<file path="src/rtl/barrel_coord_sched.sv">
// Credit-limited raster sequencer emitting centred Q3 {y,x} coordinates to the barrel CORDIC stage, one per cycle.
// tvalid/tdata held until tready; issue pauses at MAX_INFLIGHT; optional frame counter under BARREL_FRAME_COUNT_EN.
module barrel_coord_sched #(
  parameter int H_HALF       = 540,
  parameter int V_HALF       = 480,
  parameter int MAX_INFLIGHT = 16
) (
  input  logic        clk,
  input  logic        reset_n,
  input  logic        start,
  input  logic        abort,
  output logic [31:0] tIn_tdata,
  output logic        tIn_tvalid,
  input  logic        tIn_tready,
  input  logic        ret_valid,
  output logic        busy,
  output logic        frame_done,
  output logic        aborted,
  output logic [4:0]  inflight,
  output logic        err,
  output logic [15:0] frame_count
);

  typedef enum logic [1:0] {IDLE, RUN, DRAIN} state_t;

  localparam logic signed [12:0] X_FIRST  = 13'(-H_HALF);
  localparam logic signed [12:0] X_LAST   = 13'(H_HALF - 1);
  localparam logic signed [12:0] Y_FIRST  = 13'(V_HALF);
  localparam logic signed [12:0] Y_LAST   = 13'(1 - V_HALF);
  localparam logic [4:0]         MAX_CRED = 5'(MAX_INFLIGHT);

  function automatic logic [31:0] pack(input logic signed [12:0] px, input logic signed [12:0] py);
    return {py, 3'b000, px, 3'b000};
  endfunction

  state_t             state;
  logic signed [12:0] x, y;
  logic               abort_pend;
  logic               was_aborted;

  logic               hs, ret_ok, x_wrap, last;
  logic               fin_complete, fin_abort;
  logic [4:0]         inflight_nxt;
  logic signed [12:0] x_nxt, y_nxt;

  always_comb begin
    hs           = tIn_tvalid && tIn_tready;
    ret_ok       = ret_valid && (inflight != 5'd0);
    inflight_nxt = inflight + {4'd0, hs} - {4'd0, ret_ok};
    x_wrap       = (x == X_LAST);
    last         = x_wrap && (y == Y_LAST);
    x_nxt        = x_wrap ? X_FIRST : x + 13'sd1;
    y_nxt        = x_wrap ? y - 13'sd1 : y;
    fin_complete = (state == RUN) && hs && last;
    // An abort only takes effect once no coordinate is left waiting on tready.
    fin_abort    = (state == RUN) && !fin_complete && (abort || abort_pend) && (hs || !tIn_tvalid);
  end

  always_ff @(posedge clk or negedge reset_n) begin
    if (!reset_n) begin
      state       <= IDLE;
      x           <= X_FIRST;
      y           <= Y_FIRST;
      tIn_tdata   <= '0;
      tIn_tvalid  <= 1'b0;
      busy        <= 1'b0;
      frame_done  <= 1'b0;
      aborted     <= 1'b0;
      inflight    <= '0;
      abort_pend  <= 1'b0;
      was_aborted <= 1'b0;
    end else begin
      frame_done <= 1'b0;
      aborted    <= 1'b0;
      inflight   <= inflight_nxt;
      if (hs) begin
        x         <= x_nxt;
        y         <= y_nxt;
        tIn_tdata <= pack(x_nxt, y_nxt);
      end
      case (state)
        IDLE: begin
          if (start) begin
            state      <= RUN;
            busy       <= 1'b1;
            x          <= X_FIRST;
            y          <= Y_FIRST;
            tIn_tdata  <= pack(X_FIRST, Y_FIRST);
            tIn_tvalid <= 1'b1;
            abort_pend <= 1'b0;
          end
        end
        RUN: begin
          if (fin_complete || fin_abort) begin
            tIn_tvalid  <= 1'b0;
            abort_pend  <= 1'b0;
            was_aborted <= fin_abort;
            if (inflight_nxt == 5'd0) begin
              state      <= IDLE;
              busy       <= 1'b0;
              frame_done <= fin_complete;
              aborted    <= fin_abort;
            end else begin
              state <= DRAIN;
            end
          end else if (abort && tIn_tvalid) begin
            abort_pend <= 1'b1;
          end else if (hs || !tIn_tvalid) begin
            // Counting the handshake of this cycle keeps inflight at or below MAX_INFLIGHT.
            tIn_tvalid <= (inflight_nxt < MAX_CRED);
          end
        end
        DRAIN: begin
          if (inflight_nxt == 5'd0) begin
            state      <= IDLE;
            busy       <= 1'b0;
            frame_done <= !was_aborted;
            aborted    <= was_aborted;
          end
        end
        default: state <= IDLE;
      endcase
    end
  end

  always_ff @(posedge clk or negedge reset_n) begin
    if (!reset_n) begin
      err <= 1'b0;
    end else if (state == IDLE && start) begin
      err <= 1'b0;
    end else if (ret_valid && inflight == 5'd0) begin
      err <= 1'b1;
    end
  end

`ifdef BARREL_FRAME_COUNT_EN
  logic count_en;
  assign count_en = (fin_complete || (state == DRAIN && !was_aborted)) && (inflight_nxt == 5'd0);

  always_ff @(posedge clk or negedge reset_n) begin
    if (!reset_n) begin
      frame_count <= '0;
    end else if (count_en) begin
      frame_count <= frame_count + 16'd1;
    end
  end
`else
  assign frame_count = '0;
`endif

endmodule

</file>
<file path="config.mk">
export PLATFORM = sky130hd
export DESIGN_NAME = barrel_coord_sched
export DESIGN_NICKNAME = d
export VERILOG_FILES = /design/src/rtl/barrel_coord_sched.sv
export SDC_FILE = /design/constraint.sdc
export NUM_CORES = 1
export LEC_CHECK = 0
export CORE_MARGIN = 2
export CORE_UTILIZATION = 55
export CTS_BUF_LIST = sky130_fd_sc_hd__clkbuf_8
export DETAILED_ROUTE_END_ITERATION = 10
export PLACE_DENSITY = 0.8
export SETUP_SLACK_MARGIN = 0.4
export SLEW_MARGIN = 5
export SYNTH_ARGS = -nofsm -noshare
export SYNTH_HDL_FRONTEND = slang
export SYNTH_SLANG_ARGS = --single-unit
export TNS_END_PERCENT = 10
</file>
<file path="constraint.sdc">
create_clock -name clk -period 4.65 [get_ports clk]
set_input_delay 0.93 -clock clk [delete_from_list [all_inputs] [get_ports clk]]
set_output_delay 0.93 -clock clk [all_outputs]
set_load 0.01 [all_outputs]
</file>
### Yosys cells after proc, flatten, opt, wreduce, memory -nomap -nowiden

Cells that the tools add are included.

| word-level totals | value |
|---|---|
| memories | 0 |
| word-level logic and storage cells | 94 |
| bits in writable memories | 0 |
| bits in latches | 0 |
| bits in registers | 72 |
| memory bits (read-only) | 0 |

| cells by class | value |
|---|---|
| shift operators | 0 |
| multiply operators | 0 |
| reduce and logical (&&, ||, !) cells | 29 |
| bitwise gates (word level) | 0 |
| mux-type cells | 38 |
| eq/ne operators | 10 |
| divide/modulo/power cells | 0 |
| $add $sub $neg | 4 |
| magnitude comparators | 1 |

Operators by type and width:

| cell | number |
|---|---|
| $mux 13 | 8 |
| $mux 32 | 3 |
| $mux 1 | 17 |
| $add 13x2->13 const B | 1 |
| $eq 13x10->1 const B | 1 |
| $eq 13x11->1 const B | 1 |
| $sub 13x2->13 const B | 1 |
| $logic_and 1x1->1 | 11 |
| $logic_not 5->1 | 2 |
| $reduce_and 3->1 | 3 |
| $mux 2 | 4 |
| $pmux 1 s2 | 4 |
| $ne 3x1->1 const B | 2 |
| $pmux 2 s3 | 1 |
| $add 5x1->5 | 1 |
| $lt 5x5->1 const B | 1 |
| $reduce_bool 5->1 | 1 |
| $sub 5x1->5 | 1 |
| $ne 2x2->1 const B | 2 |
| $reduce_and 4->1 | 1 |
| $reduce_bool 2->1 | 2 |
| $logic_not 1->1 | 3 |
| $logic_or 1x1->1 | 3 |
| $ne 3x3->1 const B | 1 |
| other kinds (7) | 7 |

### Logic depth before layout (Yosys ltp)

Gate-level depths: netlist (run 1).

| logic depth | value |
|---|---|
| depth in word-level cells | 10 |
| gate-level depth with buffers | 16 |

### Worst setup path after synthesis (run 1)

OpenSTA, ideal clock, no wires.

| path | value |
|---|---|
| path kind | input to register |
| start point | input port tIn_tready |
| end point | register frame_done |
| arrival | 3766 ps |
| stages | 15 |
| slack | 806 ps |
| required time | 4573 ps |
| cells stage by stage | and2_1 -> clkinv_1 -> clkbuf_1 -> ha_1 -> inv_1 -> ha_1 -> inv_1 -> fa_1 -> nand2b_1 -> a21oi_1 -> xnor2_1 -> or4_1 -> buf_2 -> or2_2 -> a21oi_1 |

| on the way | value |
|---|---|
| elaborated cells between the ends (all ways) | 16 |
| those cells by class | add/sub (2); mux (4); reduce/logical (10) |

RTL lines:

| what | RTL line | source |
|---|---|---|
| start, declared | 14 | `input logic tIn_tready,` |
| $logic_and 1x1->1 * | 47 | `hs = tIn_tvalid && tIn_tready;` |
| $add 5x1->5 * | 49 | `inflight_nxt = inflight + {4'd0, hs} - {4'd0, ret_ok};` |
| $sub 5x1->5 * | 49 |  |
| via inflight_nxt[4] | 43 | `logic [4:0] inflight_nxt;` |
| $logic_not 5->1 * | 98, 114 |  |
| $mux 1 | 98 | `if (inflight_nxt == 5'd0) begin` |
| $mux 1 | 94 | `if (fin_complete \|\| fin_abort) begin` |
| $pmux 1 s2 * | 81 | `case (state)` |
| end signal, assigned | 101 | `frame_done <= fin_complete;` |
| end signal, assigned | 117 | `frame_done <= !was_aborted;` |
| end, declared | 17 | `output logic frame_done,` |

Mark *: on every way through the listed nets, which the timed path passes. The rest lies on a longest branch.
A chain may end at the register's enable or synchronous reset.

### Worst setup path in the final report (run 1)

| path | value |
|---|---|
| start point | input port tIn_tready |
| end point | register state[0] |

| on the way | value |
|---|---|
| elaborated cells between the ends (all ways) | 15 |
| those cells by class | add/sub (2); eq/ne (2); reduce/logical (11) |

RTL lines:

| what | RTL line | source |
|---|---|---|
| $logic_and 1x1->1 | 47 |  |
| $add 5x1->5 | 49 |  |
| $sub 5x1->5 | 49 |  |
| via inflight_nxt[4] | 43 |  |
| $logic_not 5->1 | 114 | `if (inflight_nxt == 5'd0) begin` |
| $ne 2x2->1 (no source line) | - |  |
| $reduce_and 3->1 (no source line) | - |  |
| end signal, assigned | 61 | `state <= IDLE;` |
| end signal, assigned | 115 | `state <= IDLE;` |
| end signal, assigned | 121 | `default: state <= IDLE;` |
| end, declared | 36 | `state_t state;` |

The timed path passes the listed nets, and every way through them passes these cells.

==> summary.txt, run 1 <==
Setup path
  – CP Data Required Time: 4930 ps
  – Worst EP arrival: approximately 4200 ps
  – Cell chain of the critical path: clkdlybuf4s50_1 > and2_1 > clkinv_1 > ha_1 > inv_1 > ha_1 > inv_1 > fa_1 > nand2b_1 > a21oi_1 > xnor2_1 > or4_1 > a211oi_1 > a2bb2oi_1
  – Setup crit start kind: input port
  – Slowest CP cell: or4_1
  – CP Capture Type: flip-flop
  – Slowest stage delay, CP: 670 ps
  – Crit Path Max Fanout: 6
  – Worst Reg-to-Reg Cells: 15
  – WS Path Type: in -> reg
  – Cell family with most CP delay: simple AND/OR/NAND/NOR gates
  – Crit path depth: 14
  – CP bufs+invs: 4

Synthesis
  – FFs w/ async S/R, synth: 100%
  – Sequential area share after synthesis: 46.4%
  – Synthesized flop and latch total: 72
  – Post-synthesis mux area share: 0%
  – Synth Area in XOR/XNOR: 8.73%
  – Syn_area_per_cell: roughly 9.5 sq um
  – Netlist Area Pre-Place: 3910 sq um
  – Netlist cell types: 58
  – Post-synth EDFFs: 0
  – Complex-gate fraction of the synthesized area: 11.5%
  – Synth Flop Type: dfrtp_1
  – Synth Warn #: 0
  – Synth Area in Simple Gates: 21.6%
  – Synth Instances: just over 400
  – Adder-cell share of the synthesized area: 4.67%
  – Main combinational cell family by area after synthesis: simple AND/OR/NAND/NOR gates

Detailed routing
  – First-pass DRT Iterations: 4
  – DRT iter0 DRCs: 162
  – Via count: 3052
  – DR DRC count: 0
  – Routed WL: 8370 um
  – Avg Vias per Cell: 5.52
  – Number of routed nets with antenna violations: 0
  – DR WL/cell: between 15 and 20 um

Power
  – Peak VDD IR: 0.255 mV
  – Net load switching power: about 0.8 mW
  – Reg power frac: 38.8%
  – Pwr/cell area: 478 nW/um^2
  – Pint: 1.40 mW
  – Switching share of power: between 30% and 40%
  – Leakage Power: between 1.5 and 2 nW
  – Logic pwr share: between 30% and 40%
  – Clock power share: 22.6%

Layout
  – Final cell count without fillers: about 550
  – Synth-to-layout area growth: 17.2%
  – Commonest cells after routing, fill and taps aside: dfrtp_1, nand2_1, clkdlybuf4s50_1, nor2_1, a21oi_1
  – Commonest non-fill, non-tap cell in the layout: dfrtp_1
  – Antenna diodes: 0
  – Share of layout cells above drive strength 1: 10.3%
  – Final Cell Area: 4590 sq um
  – Nets@finish: 472

Hold path
  – Worst Hold Class: reg -> reg
  – Hold path depth: 2

Global routing
  – Largest net degree at the start of global routing: 38
  – Antenna violations before repair: 0
  – GRT Total Usage: roughly a quarter
  – Vias in the first global route: 2896
  – Global route total overflow: 0
  – First-pass GRT wire length: between 10000 and 15000 um

Flow run
  – Max_cap viols: 0

Die
  – Starting density of the core: 57.3%
  – Die width: 88.3 um
  – Die height: 88.3 um
  – Die Area: 7800 sq um
  – CORE AREA: 6830 sq um
  – IO Count: 64
  – Site Rows: 30

Clock tree
  – Clock transition at path regs: around 70 ps
  – Clock root buffer: clkbuf_8
  – Clock tree buffer depth: 2
  – Number of gates resized after cts: 0
  – Num CTS Buffers: 9
  – H-tree depth: 3
  – CTS Sinks: 72
  – Hold buffers post-CTS: 0
  – Post-CTS Setup Bufs: 0
  – Clk_lat worst skew: 350 ps
  – CTS tree: done

STA
  – Minimum clock period: slightly below 4000 ps
  – Unrepaired setup endpoints after global routing: false
  – Slew HR: 45.2%
  – Slew Limit Fails: 0
  – Worst Tran Pin Value: ~820 ps
  – Final cycle utilization of the critical path: between 80% and 90%
  – Post-route setup TNS: 0 ps
  – Hold Slack: 494 ps
  – Fmax achieved: around 0.26 GHz
  – Setup-failing EPs final: 0
  – Hold Vio Cnt, Final: 0
  – Clk_skew: 5.84 ps

Placed design
  – DP Area: 4390 sq um
  – Buffers on Ports: 47
  – DP HPWL: around 5600 um
  – DP Cell Count: 537
  – Routability congestion estimate: 0.854

Status
  – Outcome: complete, no violations
==> cells by family after synthesis <==
| family | after synthesis |
|---|---|
| other cells | 1 |
| xor+xnor | 39 |
| simple gates | 156 |
| fa+ha+maj | 14 |
| buf+inv | 55 |
| flops | 72 |
| compound gates | 74 |
==> cells in the mapped netlist, types with 2 or more instances <==
library cell / count / area share, %
dfstp_2: 12 / 8.1
nand2_1: 49 / 4.7
nand4_1: 4 / 0.64
buf_2: 3 / 0.38
o21ai_0: 14 / 1.8
nand2b_1: 5 / 0.80
xnor2_1: 22 / 4.9
and3_1: 11 / 1.8
xor2_1: 17 / 3.8
buf_1: 2 / 0.19
nor4_1: 2 / 0.32
a21oi_1: 31 / 4.0
or4_1: 3 / 0.58
buf_4: 16 / 3.1
clkbuf_1: 15 / 1.4
and2_1: 4 / 0.64
nand3_1: 9 / 1.2
nor2_1: 43 / 4.1
o22a_1: 3 / 0.67
nor4_2: 3 / 0.96
and4_1: 2 / 0.45
nor4_4: 2 / 1.1
nor3_1: 4 / 0.51
dfrtp_1: 60 / 38
a211oi_1: 3 / 0.58
ha_1: 13 / 4.2
nor2b_1: 2 / 0.32
a21o_1: 2 / 0.38
or2_2: 2 / 0.32
o31ai_1: 2 / 0.38
inv_1: 17 / 1.6
o22ai_1: 8 / 1.3
==> per-layer routing <==
metal / track usage [%] / vias up / wire length, um
met5: 0 / - / 0
met1: 30.7 / 1520 / 3780
met3: 3.92 / 12 / 260
met2: 38.8 / 73 / 4150
li1: - / 1447 / -
met4: 9.50 / 0 / 177
==> worst reg2reg max path, cell delays in order, from the launching register on <==
cell and delay [ps]:
dfrtp_1 420, inv_1 100, ha_1 150, nor4b_1 410
nor2b_1 120, ha_1 310, inv_1 60, ha_1 150
inv_1 60, fa_1 400, nand2b_1 160, a21oi_1 150
xnor2_1 110, or4_1 670, a211oi_1 290, a2bb2oi_1 180
==> final cells by class <==
cell class                      instances  area [sq um]
Timing Repair Buffer                   52           503
Fill cell                             529          2250
Inverter                               18          67.6
Clock buffer                           11           151
Sequential cell                        72          1820
Tap cell                               96           120
Clock inverter                          5          47.5
Multi-Input combinational cell        299          1880
==> worst paths after layout <==
path | from | endpoint | slack [ps]
max in group asynchronous | reset_n | x[2] | 2990
worst max-delay path | tIn_tready | state[0] | 760
worst max register to register | inflight[2] | state[0] | 840
worst min-delay path | tIn_tdata[15] | tIn_tdata[15] | 490
worst min register to register | tIn_tdata[15] | tIn_tdata[15] | 490
min in group asynchronous | reset_n | tIn_tdata[0] | 660
==> flip-flops by register name, indices dropped and copies added, names as in the netlist <==
name and flops:
busy 1, y 13, was_aborted 1, frame_done 1, aborted 1, inflight 5
state 2, tIn_tvalid 1, abort_pend 1, x 13, tIn_tdata 32, err 1
==> metrics by stage <==
step / utilization, % / total power, mW / worst slack (ps)
CTS: 67.1 / 2.20 / 780
finish: 67.1 / 2.19 / 755
floorplan: - / 1.37 / 806
global placement: 64.2 / 1.66 / 540
global route: 67.1 / 2.33 / 569
detailed placement: 64.2 / 1.69 / 418
==> power by group through the flow <==
stage | clock network [mW] | logic (mW) | registers (mW)
4_1_cts | 0.507 | 0.840 | 0.848
2_1_floorplan | 0 | 0.495 | 0.877
5_1_grt | 0.533 | 0.934 | 0.864
3_3_place_gp | 0 | 0.805 | 0.855
6_report | 0.496 | 0.845 | 0.850
3_5_place_dp | 0 | 0.830 | 0.856
(Power assumes the default switching activity.)
==> run 2: changes to the inputs <==
clock period = 4 ns   (was 4.65 ns; I/O delays follow)
==> run 2 against run 1 <==
Effect of this change: sequential power increased by 18%; first-iteration DRC count increased by 17%; cell area increased by 1.3%; cell count increased by 0.54%; count of clock-buffer cells in the layout increased by 1; total power increased by 18%; largest cell class unchanged; flip-flop and latch count unchanged; critical path type unchanged; setup slack got worse by 200 ps; die area unchanged; worst hold slack improved by 6.3 ps; non-clock buffer count increased by 3; critical path depth decreased by 1.
==> summary.txt, run 2 (same netlist as run 1, synthesis figures left out) <==
STA
  – Setup-failing EPs final: 0 (unchanged)
  – Worst Tran Pin Value: 814 ps (-8.92 ps)
  – Final cycle utilization of the critical path: ~86%
  – Slew Limit Fails: 0 (unchanged)
  – Hold Vio Cnt, Final: 0 (unchanged)
  – Unrepaired setup endpoints after global routing: false
  – Final setup margin: 557 ps (-199 ps)
  – Fmax achieved: 0.290 GHz
  – Post-route setup TNS: 0 ps (unchanged)
  – Clk_skew: 7.43 ps (+1.59 ps)
  – Minimum clock period: 3440 ps
  – Slew HR: 45.8% (+0.59 points)

Placed design
  – DP HPWL: 5810 um (+4.0%)
  – Buffers on Ports: 47 (unchanged)
  – DP Cell Count: 540 (+0.56%)
  – Dpl ws: -100 ps (-518 ps)
  – DP Area: 4420 sq um (+0.83%)
  – Routability congestion estimate: 0.887 (+3.9%)

Layout
  – Top flop regs: tIn_tdata (32), x (13), y (13)
  – Commonest cells after routing, fill and taps aside: dfrtp_1, nand2_1, clkdlybuf4s50_1, nor2_1, a21oi_1
  – Nets@finish: 475 (+0.64%)
  – Final cell count without fillers: 556 (+0.54%)
  – Max reg flops: 32 (unchanged)
  – Largest register by flop count: tIn_tdata
  – Final Cell Area: 4650 sq um (+1.3%)
  – Commonest non-fill, non-tap cell in the layout: dfrtp_1
  – Share of layout cells above drive strength 1: 12.6% (+2.3 points)
  – Synth-to-layout area growth: 18.8%
  – Antenna diodes: 0 (unchanged)
  – Fill cell count: 511 (-3.4%)

Detailed routing
  – Via count: 3084 (+1.0%)
  – Avg Vias per Cell: 5.55 (+0.50%)
  – DR DRC count: 0 (unchanged)
  – DRT iter0 DRCs: 190 (+17%)
  – DR WL/cell: 15.2 um (+0.14%)
  – Routed WL: 8430 um (+0.68%)
  – Number of routed nets with antenna violations: 0 (unchanged)
  – First-pass DRT Iterations: 4 (unchanged)

Clock tree
  – Hold buffers post-CTS: 0 (unchanged)
  – CTS Sinks: 72 (unchanged)
  – Clock transition at path regs: 70 ps (about the same)
  – Clock tree buffer depth: 2 (unchanged)
  – Clock root buffer: clkbuf_8
  – Num CTS Buffers: 9 (unchanged)
  – H-tree depth: 3 (unchanged)
  – Clk_lat worst skew: 340 ps (about the same)
  – CTS tree: done

Setup path
  – RR Endpoint: frame_done
  – Worst Reg-to-Reg Cells: 15 (unchanged)
  – CP Capture Type: flip-flop
  – Worst EP arrival: 3710 ps (-460 ps)
  – Crit Path Max Fanout: 6 (unchanged)
  – Setup crit start: ret_valid
  – WS Path Type: in -> reg
  – Setup crit start kind: input port
  – Setup crit end: frame_done
  – CP Data Required Time: 4270 ps (-660 ps)
  – Reg2Reg Setup Slack: 600 ps (-240 ps)
  – R2r startpoint: inflight[3]

Hold path
  – Worst Hold Class: reg -> reg

Power
  – Logic pwr share: 40.9% (+2.3 points)
  – Pint: 1.63 mW (+17%)
  – Net load switching power: 0.960 mW (+21%)
  – Reg power frac: 38.5% (-0.3 points)
  – Pwr/cell area: 558 nW/um^2 (+17%)
  – Switching share of power: 37.0% (+0.89 points)
  – Clock power share: 20.6% (-2.0 points)
  – Peak VDD IR: 0.317 mV (+25%)
  – Leakage Power: 1.96 nW (+1.5%)

Global routing
  – GRT Total Usage: 23.2% (-0.15 points)
  – Antenna violations before repair: 0 (unchanged)
  – First-pass GRT wire length: 14000 um (about the same)
  – Global route total overflow: 0 (unchanged)
  – Largest net degree at the start of global routing: 38 (unchanged)
  – Vias in the first global route: 2955 (+2.0%)

Die
  – IO Count: 64 (unchanged)
  – Die Area: 7800 sq um (unchanged)
  – Site Rows: 30 (unchanged)
  – Starting density of the core: 57.3% (unchanged)
  – Die height: 88.3 um (unchanged)
  – CORE AREA: 6830 sq um (unchanged)
  – Die width: 88.3 um (unchanged)

Status
  – Outcome: complete, no violations

Flow run
  – Max_cap viols: 0 (unchanged)
-- run 2: cell types whose count changed in the layout (fill, tap and decap cells not counted), sizes merged --
cell	delta
bufinv	-1
clkbuf	+1
clkinv	-1
clkinvlp	+1
clkdlybuf4s50	-1
dlymetal6s2s	+1
buf	+3
-- run 2: metal layers --
metal  global-route usage, %  vias to the layer above  wire length [um]
met5                       0                        -                 0
met4                    8.82                        0               110
li1                        -                     1461                 -
met1                    30.3                     1522              3600
met2                    38.8                       90              4290
met3                    4.29                       11               422
-- run 2: worst max-delay path: stages --
cell	delay, ps
clkdlybuf4s50_1	410
nor2b_2	160
ha_1	300
inv_1	60
ha_1	150
inv_1	60
fa_2	330
nand2b_1	160
a21oi_2	140
xnor2_1	100
or4_4	600
or2_2	310
a21oi_1	120
-- run 2: power groups by stage --
stage / clock (mW) / combinational (mW) / sequential, mW
2_1_floorplan: 0 / 0.578 / 1.02
3_3_place_gp: 0 / 0.977 / 0.993
3_5_place_dp: 0 / 1.02 / 1.00
4_1_cts: 0.545 / 1.03 / 0.990
5_1_grt: 0.583 / 1.17 / 1.01
6_report: 0.535 / 1.06 / 0.999
-- run 2: metrics by stage --
step	utilization [%]	power, mW	hold WS (ps)
after global routing	68.0	2.76	535
after global placement	64.7	1.97	477
after detailed placement	64.7	2.02	491
after floorplan	-	1.60	476
after CTS	67.5	2.57	504
final	68.0	2.59	500
-- run 2: how the worst min path moves through the flow --
stage,from,to,slack (ps),cells past startpoint
after CTS,busy,busy,500,2
after detailed placement,busy,busy,490,2
final,busy,busy,500,2
after global routing,tIn_tdata[1],tIn_tdata[1],540,1
after floorplan,was_aborted,was_aborted,480,2
after global placement,tIn_tdata[15],tIn_tdata[15],480,2
-- run 2: cell type report --
class	count	area, sq um	share of cell area [%]
timing repair buffer	55	541	11.6
sequential	72	1820	39.1
multi-input combinational	299	1910	41.2
inverter	18	68.8	1.48
clock buffer	12	165	3.56
clock inverter	4	20.0	0.431
tap	96	120	2.59
-- run 2: repair_timing --
action,4_1_cts,5_1_grt
gates resized for setup,1,8
pin swaps,1,1
endpoints found under the setup margin,5,5
setup buffers,0,0
==> run 3: changes to the inputs <==
CTS_CLUSTER_SIZE = 8   (was default)
clock period = 4.2 ns   (was 4 ns; I/O delays follow)
==> run 3 against run 2 <==
Effect of this change: sequential share of layout area increased by 0.46 points; worst hold slack got worse by 6.8 ps; global-route usage is 0.24 points lower; die area did not move; clock skew is essentially flat; setup slack gained 76 ps; core utilization decreased by 0.79 points; count of clock-buffer cells in the layout is the same; cell count fell by 0.36%; clock power is 5.4% lower; total power decreased by 7.9%; via count is 2.4% lower.
==> summary.txt, run 3 (same netlist as run 1, synthesis figures left out) <==
Power
  – Logic pwr share: 39.6% (-1.3 points)
  – Pwr/cell area: 521 nW/um^2 (-6.8%)
  – Pint: 1.51 mW (-7.4%)
  – Overall power: 2.39 mW (-7.9%)
  – Peak VDD IR: 0.289 mV (-9.0%)
  – Reg power frac: 39.3% (+0.8 points)
  – Clock power share: 21.2% (+0.6 points)
  – Leakage Power: 1.93 nW (-1.5%)
  – Net load switching power: 0.877 mW (-8.7%)
  – Switching share of power: 36.7% (-0.32 points)

Clock tree
  – H-tree depth: 3 (unchanged)
  – Post-CTS Setup Bufs: 0 (unchanged)
  – Hold buffers post-CTS: 0 (unchanged)
  – Clock tree buffer depth: 2 (unchanged)
  – Clock root buffer: clkbuf_8
  – Clk_lat worst skew: 350 ps (about the same)
  – Num CTS Buffers: 9 (unchanged)
  – Clock transition at path regs: 70 ps (about the same)
  – CTS Sinks: 72 (unchanged)
  – CTS tree: done

Setup path
  – Setup crit start kind: input port
  – Reg2Reg Setup Slack: 830 ps (+230 ps)
  – CP Capture Type: flip-flop
  – Crit Path Max Fanout: 6 (unchanged)
  – CP Data Required Time: 4480 ps (+210 ps)
  – WS Path Type: in -> reg
  – Worst EP arrival: 3840 ps (+130 ps)

Layout
  – Top flop regs: tIn_tdata (32), x (13), y (13)
  – Share of layout cells above drive strength 1: 11.4% (-1.3 points)
  – Nets@finish: 473 (-0.42%)
  – Synth-to-layout area growth: 17.4%
  – Max reg flops: 32 (unchanged)
  – Fill cell count: 535 (+4.7%)
  – Final cell count without fillers: 554 (-0.36%)
  – Largest register by flop count: tIn_tdata
  – Commonest cells after routing, fill and taps aside: dfrtp_1, nand2_1, clkdlybuf4s50_1, nor2_1, a21oi_1
  – Final Cell Area: 4590 sq um (-1.2%)
  – Commonest non-fill, non-tap cell in the layout: dfrtp_1
  – Antenna diodes: 0 (unchanged)

Detailed routing
  – DR DRC count: 0 (unchanged)
  – First-pass DRT Iterations: 5 (+1)
  – Via count: 3009 (-2.4%)
  – Avg Vias per Cell: 5.43 (-2.1%)
  – Number of routed nets with antenna violations: 0 (unchanged)
  – Routed WL: 8230 um (-2.4%)
  – DRT iter0 DRCs: 198 (+4.2%)
  – DR WL/cell: 14.9 um (-2.0%)

Hold path
  – Worst Hold Class: reg -> reg

Global routing
  – First-pass GRT wire length: 13700 um (-1.8%)
  – Global route total overflow: 0 (unchanged)
  – GRT Total Usage: 23.0% (-0.24 points)
  – Antenna violations before repair: 0 (unchanged)
  – Largest net degree at the start of global routing: 39 (+2.6%)
  – Vias in the first global route: 2946 (-0.30%)

Placed design
  – DP HPWL: 5560 um (-4.3%)
  – DP Cell Count: 538 (-0.37%)
  – Routability congestion estimate: 0.856 (-3.6%)
  – DP Area: 4390 sq um (-0.65%)
  – Buffers on Ports: 47 (unchanged)

STA
  – Final cycle utilization of the critical path: 84.9%
  – Fmax achieved: 0.280 GHz
  – Clk_skew: 7.21 ps (-0.215 ps)
  – Unrepaired setup endpoints after global routing: false
  – Worst Tran Pin Value: 842 ps (+28.3 ps)
  – Post-route setup TNS: 0 ps (unchanged)
  – Setup-failing EPs final: 0 (unchanged)
  – Minimum clock period: 3570 ps
  – Hold Slack: 493 ps (-6.82 ps)
  – Hold Vio Cnt, Final: 0 (unchanged)
  – Slew Limit Fails: 0 (unchanged)
  – Slew HR: 43.9% (-1.9 points)

Status
  – Outcome: complete, no violations

Die
  – CORE AREA: 6830 sq um (unchanged)
  – IO Count: 64 (unchanged)
  – Die width: 88.3 um (unchanged)
  – Starting density of the core: 57.3% (unchanged)
  – Die height: 88.3 um (unchanged)
  – Die Area: 7800 sq um (unchanged)
  – Site Rows: 30 (unchanged)

Flow run
  – Max_cap viols: 0 (unchanged)
==> run 3: critical path, stage by stage <==
cell and delay [ps]:
clkdlybuf4s50_1 490, and2_1 150, clkinv_1 80, ha_1 270
inv_1 60, ha_1 150, inv_1 60, fa_1 400
nand2b_1 170, a21oi_2 140, xnor2_1 110, or4_4 480
a211oi_1 260, a2bb2oi_1 180
==> run 3: timing repair <==
action,4_1_cts,5_1_grt
setup endpoints to repair,1,5
gates resized for setup,1,2
pin swaps,0,1
==> run 3: power groups by stage <==
| stage | combinational, mW | clock, mW | sequential (mW) |
|---|---|---|---|
| 2_1_floorplan | 0.548 | 0 | 0.971 |
| 3_3_place_gp | 0.894 | 0 | 0.944 |
| 3_5_place_dp | 0.925 | 0 | 0.946 |
| 4_1_cts | 0.941 | 0.515 | 0.935 |
| 5_1_grt | 1.05 | 0.549 | 0.956 |
| 6_report | 0.946 | 0.506 | 0.938 |
==> run 3: per-stage QoR <==
step	setup slack, ps	util (%)
3_3_place_gp	163	64.3
6_report	633	67.2
3_5_place_dp	32.8	64.3
4_1_cts	475	67.1
5_1_grt	438	67.2
2_1_floorplan	446	-
==> run 3: worst paths after layout <==
| path | to | cells after the start | start |
|---|---|---|---|
| setup reg to reg | state[0] | 15 | inflight[3] |
| min in group asynchronous | aborted | 1 | reset_n |
| hold / removal | tIn_tdata[15] | 2 | tIn_tdata[15] |
| max in group asynchronous | x[2] | 2 | reset_n |
| setup / recovery | state[0] | 14 | tIn_tready |
| hold reg to reg | tIn_tdata[15] | 2 | tIn_tdata[15] |
==> run 3: routing by layer <==
layer,vias up,track usage [%],part of all wire (%)
met5,-,0,0
met4,0,10.9,2.4
li1,1455,-,-
met2,80,36.6,49
met1,1457,30.8,44
met3,17,4.10,5.1
==> run 3: area by class of cell <==
cell class | instances | area (sq um) | share of cell area (%)
inverter | 18 | 67.6 | 1.47
sequential | 72 | 1820 | 39.6
timing repair buffer | 53 | 510 | 11.1
tap | 96 | 120 | 2.62
clock buffer | 12 | 165 | 3.60
multi-input combinational | 299 | 1890 | 41.2
clock inverter | 4 | 18.8 | 0.409
